===== src/rtl/mem_port_arbiter.sv =====
// Arbiter for the unified instruction/data memory: CPU datapath vs host/loader port.
// One access in flight; round-robin on ties, host_lock keeps the CPU out of arbitration.
module mem_port_arbiter #(
  parameter int ADDR_W  = 32,
  parameter int DATA_W  = 32,
  parameter int MEM_LAT = 1
) (
  input  logic              clk,
  input  logic              rst_n,
  input  logic              cpu_req,
  input  logic              cpu_we,
  input  logic [ADDR_W-1:0] cpu_addr,
  input  logic [DATA_W-1:0] cpu_wdata,
  output logic [DATA_W-1:0] cpu_rdata,
  output logic              cpu_done,
  input  logic              host_req,
  input  logic              host_we,
  input  logic [ADDR_W-1:0] host_addr,
  input  logic [DATA_W-1:0] host_wdata,
  output logic [DATA_W-1:0] host_rdata,
  output logic              host_done,
  input  logic              host_lock,
  output logic              mem_en,
  output logic              mem_we,
  output logic [ADDR_W-1:0] mem_addr,
  output logic [DATA_W-1:0] mem_wdata,
  input  logic [DATA_W-1:0] mem_rdata,
  output logic              owner
);

  typedef enum logic [1:0] {S_IDLE, S_ACCESS, S_WAIT, S_RESP} state_t;

  localparam logic [1:0] LAT_LOAD = 2'(MEM_LAT - 1);

  state_t            r_state;
  state_t            w_state_nxt;
  logic [1:0]        r_lat_cnt;
  logic [1:0]        w_lat_nxt;
  logic              r_owner;
  logic              r_we;
  logic [ADDR_W-1:0] r_addr;
  logic [DATA_W-1:0] r_wdata;
  logic [DATA_W-1:0] r_cpu_rdata;
  logic [DATA_W-1:0] r_host_rdata;

  logic w_cpu_elig;
  logic w_host_elig;
  logic w_grant;
  logic w_winner;
  logic w_capture;

  assign w_cpu_elig  = cpu_req & ~host_lock;
  assign w_host_elig = host_req;
  // On a tie the requester that did not win last time goes next.
  assign w_winner    = (w_cpu_elig & w_host_elig) ? ~r_owner : w_host_elig;

  always_comb begin
    w_state_nxt = r_state;
    w_lat_nxt   = r_lat_cnt;
    w_grant     = 1'b0;
    w_capture   = 1'b0;
    case (r_state)
      S_IDLE: begin
        if (w_cpu_elig | w_host_elig) begin
          w_grant     = 1'b1;
          w_state_nxt = S_ACCESS;
        end
      end
      S_ACCESS: begin
        if (r_we) begin
          w_state_nxt = S_RESP;
        end else begin
          w_lat_nxt   = LAT_LOAD;
          w_state_nxt = S_WAIT;
        end
      end
      S_WAIT: begin
        // Count reaches zero in cycle ACCESS+MEM_LAT, when read data is valid.
        if (r_lat_cnt != 2'd0) begin
          w_lat_nxt = r_lat_cnt - 2'd1;
        end else begin
          w_capture   = 1'b1;
          w_state_nxt = S_RESP;
        end
      end
      S_RESP: begin
        w_state_nxt = S_IDLE;
      end
      default: begin
        w_state_nxt = S_IDLE;
      end
    endcase
  end

  always_ff @(posedge clk or negedge rst_n) begin
    if (!rst_n) begin
      r_state      <= S_IDLE;
      r_lat_cnt    <= '0;
      r_owner      <= 1'b1;
      r_we         <= 1'b0;
      r_addr       <= '0;
      r_wdata      <= '0;
      r_cpu_rdata  <= '0;
      r_host_rdata <= '0;
    end else begin
      r_state   <= w_state_nxt;
      r_lat_cnt <= w_lat_nxt;
      if (w_grant) begin
        r_owner <= w_winner;
        r_we    <= w_winner ? host_we    : cpu_we;
        r_addr  <= w_winner ? host_addr  : cpu_addr;
        r_wdata <= w_winner ? host_wdata : cpu_wdata;
      end
      if (w_capture) begin
        if (r_owner) begin
          r_host_rdata <= mem_rdata;
        end else begin
          r_cpu_rdata <= mem_rdata;
        end
      end
    end
  end

  assign mem_en     = (r_state == S_ACCESS);
  assign mem_we     = (r_state == S_ACCESS) & r_we;
  assign mem_addr   = r_addr;
  assign mem_wdata  = r_wdata;
  assign cpu_done   = (r_state == S_RESP) & ~r_owner;
  assign host_done  = (r_state == S_RESP) &  r_owner;
  assign cpu_rdata  = r_cpu_rdata;
  assign host_rdata = r_host_rdata;
  assign owner      = r_owner;

endmodule

===== config.mk =====
export PLATFORM = sky130hd
export DESIGN_NAME = mem_port_arbiter
export DESIGN_NICKNAME = d
export VERILOG_FILES = /design/src/rtl/mem_port_arbiter.sv
export SDC_FILE = /design/constraint.sdc
export NUM_CORES = 1
export LEC_CHECK = 0
export CAP_MARGIN = 20
export CORE_UTILIZATION = 45
export CTS_CLUSTER_DIAMETER = 120
export DETAILED_ROUTE_END_ITERATION = 6
export DONT_BUFFER_PORTS = 1
export PLACE_DENSITY_LB_ADDON = 0.3
export SETUP_SLACK_MARGIN = 0.5
export SYNTH_ARGS = -nofsm -noshare
export SYNTH_HDL_FRONTEND = slang
export SYNTH_SLANG_ARGS = --single-unit

===== constraint.sdc =====
create_clock -name clk -period 1.9 [get_ports clk]
set_input_delay 0.19 -clock clk [delete_from_list [all_inputs] [get_ports clk]]
set_output_delay 0.19 -clock clk [all_outputs]
set_load 0.05 [all_outputs]

==> flow_summary.yaml <==
global_routing:
  use_met3_pct: 8.79
  grt_usage_pct: 25.3
  grt_pass1_wl_um: 29300
  grt_max_degree: 135
  met1_usage_pct: 29.2
  grt.overflow.total: 0
  met2_usage_pct: 43.2
  grt_pass1_vias: 5552
  top_usage_layer: "met2"
  grt_antenna_before_repair: 0
die:
  die_area_um2: 15400
  coreArea_um2: 14500
  initial_utilization_pct: 46.1
  die_h_um: 124
  rows: 44
  ios: 300
  die_x_um: 124
timing:
  whs_ps: -533
  worst_slew_pin_slew_ps: 619
  skew_ps: 8.84
  rsz0062_at_grt: "true"
  fmax_mhz: 606
  finalSetupViolations: 0
  slew_violations: 0
  finalSetupTns_ps: 0
  slew_headroom_pct: 58.7
  worst_slack_ps: 249
  hold_viol: 134
  min_period_ps: 1650
  period_share_pct: 86.9
setup_path:
  cpPeakStageDelay_ps: 640
  cp_data_arrival_time_ps: 1460
  worstSetupPathType: "reg2out"
  start_kind: "flop"
  critPathRequiredTime_ps: 1710
  path_cells: "buf_12 -> and2_4"
  cp_max_fo: 4
  endpoint_kind: "output pin"
  crit_slowest_cell: "dfstp_4"
synthesis:
  synth_top_area_share_pct: 49.7
  netlist_area_um2: 6700
  netlist_instances: 623
  synth_edf_count: 0
  yosysSeqAreaShare_pct: 50.0
  synth_ff_type: "dfrtp_1"
  yosysMostFrequentCell: "dfrtp_1"
  yosysTopAreaCell: "dfrtp_1"
  ys_ff_latch: 134
  synth_area_leaders: "dfrtp_1 50%, o221a_1 7.6%, a22oi_1 7.3%, mux2_2 6.0%, mux2_1 4.9%"
  async_flop_share_pct: 100
  syn-mean-instance-area_um2: 10.8
  ys_top_cells_by_count: "133 x dfrtp_1, 69 x inv_1, 67 x nand2_1, 65 x a22oi_1, 64 x o21ai_0"
  synth.distinct_cells: 33
  synth_warnings: 0
  syn_nets: 797
run_status:
  outcome: "complete, but fails checks"
  violations: "negative hold slack"
power_and_ir_drop:
  p_per_area_nw_per_um2: 2070
  cellLeakagePower_nw: 4.19
  worst_ir_drop_vdd_mv: 0.846
finish:
  n_antenna_cell: 0
  fin_nets: 894
  drive_gt1_share_pct: 25.4
  fill_cells: 1077
  final_area_um2: 9330
  seqCellArea_um2: 3360
  multi_input_area_um2: 3070
  utilization_pct: 64.2
  synthToLayoutAreaGrowth_pct: 39.2
worst_hold_path:
  min_path_type: "in2async"
placement:
  place_congestion: 0.814
  dpl_worst_slack_ps: 233
  dpl_cell_area_um2: 6890
  place.port_buffers: 0
  place_hpwl_um: 11500
cts:
  clock-sinks: 134
  hold_buffers: 97
  cts_root_buf: "clkbuf_16"
  cts_tree: "yes"
  path_clk_slew_ps: 60
  clockBufferDepth: 2
  htree_levels: 4
  cts_made_buffers: 17
  insertion_delay_ps: 420
run:
  maxCapViolCount: 0
route:
  detail-route-antenna-nets: 0
  vias: 5605
  drt_wl_total_um: 21400
  drc: 0
  via_per_inst: 6.12
  firstDrtPassIters: 5
  avgRoutedWirePerCell_um: 23.4
  drt_iter0_drc: 346
[through the flow]
stage / power [mW] / cells / hold WS, ps
6_report: 19.4 / 916 / -533
3_3_place_gp: 14.0 / 757 / -103
4_1_cts: 18.4 / 904 / -553
3_5_place_dp: 14.2 / 757 / -104
2_1_floorplan: 13.2 / 623 / -106
5_1_grt: 20.1 / 916 / -557
[cell families (layout without fill, tap and decap cells)]
| logic type | after synthesis | after routing | synth area share, % |
|---|---|---|---|
| DFF | 134 | 134 | 50.0 |
| AOI/OAI and AO/OA | 201 | 201 | 23.8 |
| adders and majority gates | 7 | 7 | 1.31 |
| muxes | 67 | 67 | 11.2 |
| and+or+nand+nor | 80 | 80 | 4.97 |
| buffers and inverters | 134 | 243 | 8.70 |
[timing repair]
action | CTS | global route
endpoints found under the setup margin | 136 | 137
cloned | 9 | 8
pin swaps | 10 | 35
resized for setup | 24 | 70
endpoints found under the hold margin | 263 | 134
buffers inserted | 10 | 4
[worst max-delay path: cells and delay by family, from the launching register on]
kind,cells,cell delay [ps]
AND/OR/NAND/NOR,1,240
flip-flops,1,640
buffers and inverters,1,150
[path summary, 6_finish.rpt]
check                             start              to  slack (ps)  cells after the start
setup / recovery                  owner       host_done         250                      2
min in group clk               host_req    mem_addr[18]          40                      2
max in group asynchronous         rst_n           owner        2180                      0
hold reg to reg            r_lat_cnt[0]    r_lat_cnt[0]         560                      3
setup reg to reg                  owner   mem_wdata[19]         250                      5
hold / removal                    rst_n  host_rdata[14]        -530                      0
[power breakdown]
group	switching [mW]	total, mW	internal (mW)
clock	1.27	3.27	2.00
sequential	6.09	10.3	4.23
combinational	2.46	5.76	3.30
total	9.82	19.4	9.53
[registers in the layout, indices dropped and copies added (netlist names)]
register,cells
r_we,1
cpu_rdata,32
mem_addr,32
r_lat_cnt,2
host_rdata,32
mem_wdata,32
r_state,2
owner,1
[cell usage in the layout (no fill, tap or decap), drive strengths merged]
cell	count
dfrtp	133
dlygate4sd3	97
inv	72
nand2	67
a22oi	65
o21ai	65
mux2	65
o221a	64
buf	39
clkbuf	26
ha	7
clkinv	5
nor2b	3
and2	2
nand3b	2
mux2i	2
nand2b	2
bufinv	2
a2bb2oi	2
a21boi	1
and3b	1
o221ai	1
nand3	1
nor2	1
a311oi	1
nor3	1
a31oi	1
a32o	1
clkinvlp	1
bufbuf	1
dfstp	1
[final cells by class]
class	count	area share, %
Clock inverter	10	1.30
Timing Repair Buffer	142	19.5
Inverter	70	2.84
Multi-Input combinational cell	355	32.9
Sequential cell	134	36.0
Tap cell	184	2.47
Clock buffer	21	4.93
[metal layers]
layer | vias up | share of wire [%]
met5 | - | 0
met4 | 0 | 2.0
met3 | 35 | 9.4
met2 | 310 | 51
met1 | 2802 | 38
li1 | 2458 | -
(Power assumes the default switching activity.)
==> RTL change: new RTL, same flow settings <==
`DATA_W`: 32 -> 16.
--- a/src/rtl/mem_port_arbiter.sv
+++ b/src/rtl/mem_port_arbiter.sv
@@ -4,3 +4,3 @@
   parameter int ADDR_W  = 32,
-  parameter int DATA_W  = 32,
+  parameter int DATA_W  = 16,
   parameter int MEM_LAT = 1
Interface: changed (6 resized); port bits go from 300 to 204. No check against the original RTL was run, so the function may have changed too.
==> RTL change against the original RTL <==
The flow still finishes with violations (hold timing). Clock skew is 0.0011 ns lower. Maximum frequency is 0.81% higher. Cell area is 28% lower. Power is 35% lower. Synthesized cell count is 29% lower. Global-route usage is 0.34 points higher. First-iteration DRC count is 36% lower. Setup slack better by 0.013 ns. Die area is 28% lower. Routed wire length is 34% lower. Synthesized area is 29% lower. Sequential cell count is 48 lower. Critical path type is now reg -> reg.
==> RTL change: results <==
{
  "status": "complete, but fails checks",
  "violations": "hold timing",
  "synth-compound-area-share": 0.2859,
  "cts_max_level": 3,
  "cts.hold.buffers_added": 64,
  "cts_setup_buffers": 20,
  "place_ws_ns": 0.2231,
  "reg2reg_to": "mem_addr[31]$_DFFE_PN0P_",
  "power_clock_mw": 1.29,
  "rr_worst_depth": 6,
  "power_leakage_nw": 3.004,
  "gp_congestion": 0.7843,
  "syn2layout_area_growth_pct": 40.42,
  "r2r_start": "owner$_DFFE_PN1P_",
  "wl_met1_um": 5632,
  "wl_met2_um": 7119,
  "post_drt_via_cell_ratio": 5.927,
  "synthMuxAreaShare": 0.08179,
  "placed_area_um2": 4945,
  "largest_reg_flops": 32,
  "arrival_ns": 1.88,
  "critPathMaxFanout": 8,
  "cap_viol_max_count": 0,
  "nets": 645,
  "ys_top_cells_by_count": "85 x dfrtp_1, 54 x inv_1, 51 x nand2_1, 47 x o221a_2, 38 x o21ai_0",
  "internal_power_mw": 6.018,
  "drive_gt1_frac": 0.3912,
  "yosys-top-cells-area": "dfrtp_1 44%, o221a_2 11%, mux2_2 7.8%, a22oi_2 7.6%, inv_1 4.2%",
  "synthAdderAreaFrac": 0.01829,
  "gr-usage-met1": 0.3082,
  "cts.reportedPaths.clkPinSlew_ns": 0.10,
  "met3_usage": 0.06737,
  "fin_crit_sh": 0.8618,
  "antenna_found_initial": 0,
  "top_layer_used": "met4",
  "drt_first_pass_iters": 4,
  "finalClockSkew_ns": 0.007689,
  "clk_root_buffer_cell": "clkbuf_8",
  "p_comb_mw": 4.83,
  "cts_buffers": 9,
  "grtUsageMet2": 0.4238,
  "nFillCells": 760,
  "wl_per_cell_um": 21.56,
  "ir_drop_mv": 0.9518,
  "hpwlAfterDp_um": 7603,
  "track_usage": 0.2561,
  "grt_max_degree": 103,
  "synthDistinctLibCells": 35,
  "whs_ns": -0.4920,
  "grt_pass1_wl_um": 21940,
  "wl_met3_um": 1077,
  "syn_nets": 571,
  "grt_pass1_vias": 4139,
  "finalHoldViolations": 86,
  "yosysSeqAreaShare": 0.4497,
  "ctsResizeCount": 64,
  "drt_iter0_markers": 220,
  "relSlewSlack": 0.6116,
  "clock_latency_ns": 0.37
}
-- RTL change: cells by family (layout without fill, tap and decap cells) --
family | Yosys count | after routing
AOI/OAI and AO/OA | 153 | 153
muxes | 35 | 35
adders and majority gates | 7 | 7
buffers and inverters | 100 | 179
and+or+nand+nor | 64 | 64
DFF | 86 | 86
-- RTL change: area by class of cell --
cell class	instances	share of cell area
repair buffers	109	0.1993
clock inverters	7	0.009304
inverters	54	0.03089
multi-input cells	259	0.3956
clock buffers	9	0.01842
flip-flops and latches	86	0.3212
well taps	136	0.02531
-- RTL change: critical path: stages, from the launching register on --
cell	delay [ns]
dfstp_4	0.65
and3b_2	0.22
buf_6	0.15
buf_6	0.12
buf_16	0.13
o221a_4	0.19
a22oi_2	0.05
-- RTL change: how the worst max path moves through the flow --
stage                        startpoint                        end  depth (start not counted)
6_report              owner$_DFFE_PN1P_   mem_addr[31]$_DFFE_PN0P_                          6
5_1_grt               owner$_DFFE_PN1P_   mem_addr[27]$_DFFE_PN0P_                          6
4_1_cts               owner$_DFFE_PN1P_                   cpu_done                          2
3_5_place_dp   r_lat_cnt[0]$_DFFE_PN0P_  host_rdata[1]$_DFFE_PN0P_                          4
3_3_place_gp   r_lat_cnt[0]$_DFFE_PN0P_  host_rdata[6]$_DFFE_PN0P_                          4
2_1_floorplan         owner$_DFFE_PN1P_   mem_addr[14]$_DFFE_PN0P_                          6
-- RTL change: stage by stage --
| stage | total power, mW | instances | hold slack, ns |
|---|---|---|---|
| after floorplan | 9.192 | 445 | -0.1056 |
| after global placement | 9.655 | 548 | -0.1041 |
| after detailed placement | 9.816 | 548 | -0.1040 |
| after CTS | 12.21 | 656 | -0.5160 |
| after global routing | 13.15 | 660 | -0.5238 |
| final | 12.61 | 660 | -0.4920 |
